`src/rtl/pipe_hazard_ctrl.sv`:
```
// Pipeline sequencer for the 5-stage core: stalls, flushes,
// memory wait, perf counters and sticky memory timeout.
module pipe_hazard_ctrl #(
  parameter int FORWARDING  = 1,
  parameter int MEM_TIMEOUT = 255,
  parameter int CNT_W       = 16
) (
  input  logic             clk,
  input  logic             reset,
  input  logic [4:0]       rsID,
  input  logic [4:0]       rtID,
  input  logic             useRtID,
  input  logic [4:0]       rdEX,
  input  logic             wrEX,
  input  logic             ldEX,
  input  logic [4:0]       rdME,
  input  logic             wrME,
  input  logic [4:0]       rdWB,
  input  logic             wrWB,
  input  logic             brTakenME,
  input  logic             memReqME,
  input  logic             memReady,
  output logic             pcEn,
  output logic             ifidEn,
  output logic             ifidBubble,
  output logic             idexEn,
  output logic             idexBubble,
  output logic             exmeEn,
  output logic             exmeBubble,
  output logic             mewbEn,
  output logic             mewbBubble,
  output logic [CNT_W-1:0] stallCount,
  output logic [CNT_W-1:0] flushCount,
  output logic             memErr
);

  typedef enum logic [1:0] {
    RUN,
    STALL,
    FLUSH,
    MEMWAIT
  } state_t;

  localparam logic [7:0] TO8 = 8'(MEM_TIMEOUT);

  state_t     state;
  logic [7:0] waitCnt;
  logic [7:0] nextWait;

  logic exHit, meHit, wbHit;
  logic hazard, memWait, inShadow;
  logic mwAct, flAct, stAct;

  function automatic logic srcHit(
    input logic [4:0] rd,
    input logic       wr,
    input logic [4:0] rs,
    input logic [4:0] rt,
    input logic       useRt
  );
    return wr && (rd != 5'd0) &&
           ((rs == rd) || (useRt && (rt == rd)));
  endfunction

  assign exHit = srcHit(rdEX, wrEX, rsID, rtID, useRtID);
  assign meHit = srcHit(rdME, wrME, rsID, rtID, useRtID);
  assign wbHit = srcHit(rdWB, wrWB, rsID, rtID, useRtID);

  assign hazard = (FORWARDING != 0) ? (ldEX & exHit)
                                    : (exHit | meHit | wbHit);

  assign memWait  = memReqME & ~memReady;
  assign inShadow = (state == FLUSH);

  assign mwAct = ~reset & memWait;
  assign flAct = ~reset & ~memWait & ~inShadow & brTakenME;
  assign stAct = ~reset & ~memWait & ~inShadow & ~brTakenME & hazard;

  assign nextWait = (waitCnt == TO8) ? waitCnt : waitCnt + 8'd1;

  // Stage enables and bubble selects for this cycle's action
  always_comb begin
    pcEn       = 1'b1;
    ifidEn     = 1'b1;
    ifidBubble = 1'b0;
    idexEn     = 1'b1;
    idexBubble = 1'b0;
    exmeEn     = 1'b1;
    exmeBubble = 1'b0;
    mewbEn     = 1'b1;
    mewbBubble = 1'b0;
    unique case (1'b1)
      reset: begin
        pcEn       = 1'b0;
        ifidBubble = 1'b1;
        idexBubble = 1'b1;
        exmeBubble = 1'b1;
        mewbBubble = 1'b1;
      end
      mwAct: begin
        pcEn       = 1'b0;
        ifidEn     = 1'b0;
        idexEn     = 1'b0;
        exmeEn     = 1'b0;
        mewbBubble = 1'b1;
      end
      flAct: begin
        ifidBubble = 1'b1;
        idexBubble = 1'b1;
        exmeBubble = 1'b1;
      end
      stAct: begin
        pcEn       = 1'b0;
        ifidEn     = 1'b0;
        idexBubble = 1'b1;
      end
      default: ;
    endcase
  end

  // Sequencer state, wait timer, counters and sticky error
  always_ff @(posedge clk) begin
    if (reset) begin
      state      <= RUN;
      waitCnt    <= 8'd0;
      stallCount <= '0;
      flushCount <= '0;
      memErr     <= 1'b0;
    end else begin
      unique case (1'b1)
        mwAct:   state <= MEMWAIT;
        flAct:   state <= FLUSH;
        stAct:   state <= STALL;
        default: state <= RUN;
      endcase
      if (mwAct) begin
        waitCnt <= nextWait;
        if (nextWait == TO8)
          memErr <= 1'b1;
      end else begin
        waitCnt <= 8'd0;
      end
      if ((mwAct || stAct) && (stallCount != '1))
        stallCount <= stallCount + CNT_W'(1);
      if (flAct && (flushCount != '1))
        flushCount <= flushCount + CNT_W'(1);
    end
  end

endmodule

```
`config.mk`:
```
export PLATFORM = sky130hd
export DESIGN_NAME = pipe_hazard_ctrl
export DESIGN_NICKNAME = d
export VERILOG_FILES = /design/src/rtl/pipe_hazard_ctrl.sv
export SDC_FILE = /design/constraint.sdc
export NUM_CORES = 1
export LEC_CHECK = 0
export CORE_ASPECT_RATIO = 1.75
export CORE_MARGIN = 2
export CORE_UTILIZATION = 47
export CTS_BUF_LIST = sky130_fd_sc_hd__clkbuf_8
export CTS_CLUSTER_SIZE = 12
export DETAILED_ROUTE_END_ITERATION = 10
export GPL_TIMING_DRIVEN = 0
export PLACE_DENSITY = 0.91
export SLEW_MARGIN = 30
export SYNTH_ARGS = -nofsm -noshare
export SYNTH_HDL_FRONTEND = slang
export SYNTH_SLANG_ARGS = --single-unit
```
`constraint.sdc`:
```
create_clock -name clk -period 3 [get_ports clk]
set_input_delay 0.75 -clock clk [delete_from_list [all_inputs] [get_ports clk]]
set_output_delay 0.75 -clock clk [all_outputs]
set_load 0.03 [all_outputs]
```
==> summary.txt <==
Sequential fraction of the synthesis area - 38.1%
Commonest cells in the netlist - dfxtp_1 (43), nor2_1 (31), xor2_1 (20)
XOR/XNOR share of the synthesized area - 9.70%
CTS tree - built
# DRC - 0
Post-synth EDFFs - 0
Syn avg cell area - 8.52 sq um
Synthesized net count - 303
Switching Power - 285 uW
Seq cells post-synth - 43
Final setup violating endpoints - 0
CP Data Required Time - 2.25 ns
Met3 usage - 3.90%
Core box area - 0.00467 sq mm
Die ar. - 0.00540 sq mm
Power Total - 1.19 mW
Internal Power - 909 uW
CTS Hold Bufs - 0
Num rows - 33
Max-cap violation count - 0
DPL Wire Length - 4380 microns
Starting Density - 48.4%
Top cell type's share of synthesized area - 38.1%
M2 GR Usage - 41.5%
Logic pwr share - 12.0%
Largest net degree at the start of global routing - 20
Die Ht - 95.7 microns
Routed len/inst - 15.9 microns
Clock Latency Late Sink - 0.30 ns
Netlist cell types - 48
Global-route wire length before repair - 9280 microns
Post-synth top flop - dfxtp_1
Fmax - 0.335 GHz
HP Class - flip-flop to flip-flop
Final Hold Fails - 0
Synth Area in Compound Gates - 13.6%
Layout area overhead - 41.7%
Flop pwr share - 48.6%
Top cells by area, synth - dfxtp_1 (38%), xor2_1 (7.8%), nor2_1 (5.2%), nand3_1 (3.5%), a21oi_1 (3.3%)
Final worst path period share - 99.5%
Die X - 56.4 microns
Count leader, synth - dfxtp_1
Top Usage Layer GRT - met2
Post-synth top area cell - dfxtp_1
Synth Area in Simple Gates - 30.5%
# diodes - 0
Startpoint types - input pin
Sw frac - 23.9%
Slew headroom - 65.9%
Multiplexer share of the synthesized area - 2.33%
Root Driver - clkbuf_8
PD cells - 373 mW/mm^2
CP max FO - 2
Placed cell area - 0.00295 sq mm
Worst slew pin tran - 0.504 ns
Ys async rst share - 0%
Post-Route WL - 6320 microns
DRT antenna net count - 0
Final Instance Area - 0.00320 sq mm
# IOs - 77
Main combinational cell family by area after synthesis - simple AND/OR/NAND/NOR gates
Sink Count - 43
Post-layout min period - 2.98 ns
Clk pin slew, worst setup/hold paths - 0.08 ns
P_leak - 1.19 nW
CTS Buf Count - 5
Gate Count Post-Synth - 265
Met1 GRT Util - 22.6%
Syn. warnings - 0
Port buffer count - 63
Slew Viols, Final - 0
GPL Wtd Cong - 0.859
1st-pass router iterations - 4
Cell area after synthesis - 0.00226 sq mm
Final clock skew - 0.00648 ns
Vias in the first global route - 2076
Outcome - completed
Fraction of layout cells with a size suffix above 1 - 13.0%
Initial antenna violation count - 0
GRT Resource Usage Total - 21.9%
Hold_ws - 0.480 ns
Global route overflow - 0
Vias - 2354
Fillers - 346
Max Root-Sink Buffers - 2
Adder-cell share of the synthesized area - 1.66%
Drt via density - 5.93
# H-tree levels - 2
Crit path DAT - 2.23 ns
Crit Path Category - input pin to output port
Final #Nets - 382
VDD IR max - 374 uV
Crit end category - output port
Clk pwr share - 39.4%
Initial DRC count - 84
==> placed cells by master (no fill, tap or decap), drive strengths merged, types with 7 or more instances in the layout <==
cell           instances
dlygate4sd2           12
nand2                 17
nand3                 16
dfxtp                 43
and3                  10
xor2                  20
clkdlybuf4s50         43
o31ai                  7
o21ai                  9
nor2                  31
or4                    9
nand4                  8
clkbuf                10
a21oi                 16
nor3                   7
buf                   21
==> logic make-up after synthesis <==
family                   Yosys count
AND/OR/NAND/NOR                  126
other                              1
buffers and inverters             17
adder cells (fa/ha/maj)            3
AO/OA/AOI/OAI                     45
flip-flops                        43
XOR/XNOR                          25
multiplexers                       5
==> routing by layer <==
metal / share of wire, % / vias to the layer above
li1: - / 1125
met3: 4.5 / 25
met2: 56 / 83
met1: 36 / 1121
met4: 3.8 / 0
met5: 0 / -
==> worst max-delay path, stage by stage <==
cell             delay [ns]
clkdlybuf4s50_1        0.47
xor2_1                 0.22
nor2_1                 0.09
a32oi_2                0.26
nor2_2                 0.08
or2_4                  0.23
buf_6                  0.14
==> power groups by stage <==
stage               Sequential [mW]  Clock [mW]  Combinational [mW]
floorplan                     0.597           0              0.0622
global placement              0.594           0               0.127
detailed placement            0.594           0               0.129
CTS                           0.580       0.482               0.134
global route                  0.581       0.497               0.153
finish                        0.581       0.471               0.143
==> flip-flops by register name (all words and copies together) (netlist names) <==
register	cells
memErr	1
waitCnt	8
stallCount	16
state	2
flushCount	16
==> repair_timing <==
action                                  4_1_cts  5_1_grt
endpoints found under the setup margin        8        5
setup buffers                                 3        7
pin swaps                                     6        7
cloned                                        0        0
resized for setup                            56        7
==> layout make-up <==
type	count	area [sq um]	share of cell area, %
Sequential cell	43	861	26.9
Clock buffer	6	82.6	2.58
Tap cell	52	65.1	2.03
Inverter	6	27.5	0.860
Buffer	10	58.8	1.84
Clock inverter	2	35.0	1.10
Multi-Input combinational cell	205	1380	43.1
Timing Repair Buffer	73	692	21.6
==> through the flow <==
step	TNS, ns	util (%)	instances	setup WS (ns)
global placement	-4.96	63.3	380	-1.01
finish	0	68.6	397	0.0161
global route	-0.0799	68.6	397	-0.0417
CTS	0	67.0	390	0.00732
floorplan	0	-	265	0.200
detailed placement	-5.12	63.3	380	-1.04
==> final timing paths <==
kind	slack (ns)	endpoint	from	cells after the start
worst max-delay path	0.02	idexBubble	rsID[3]	7
worst min-delay path	0.48	memErr	memErr	2
worst max register to register	0.69	stallCount[6]	stallCount[0]	8
worst min register to register	0.48	memErr	memErr	2
Note: power is estimated with default switching activity, not from simulation.
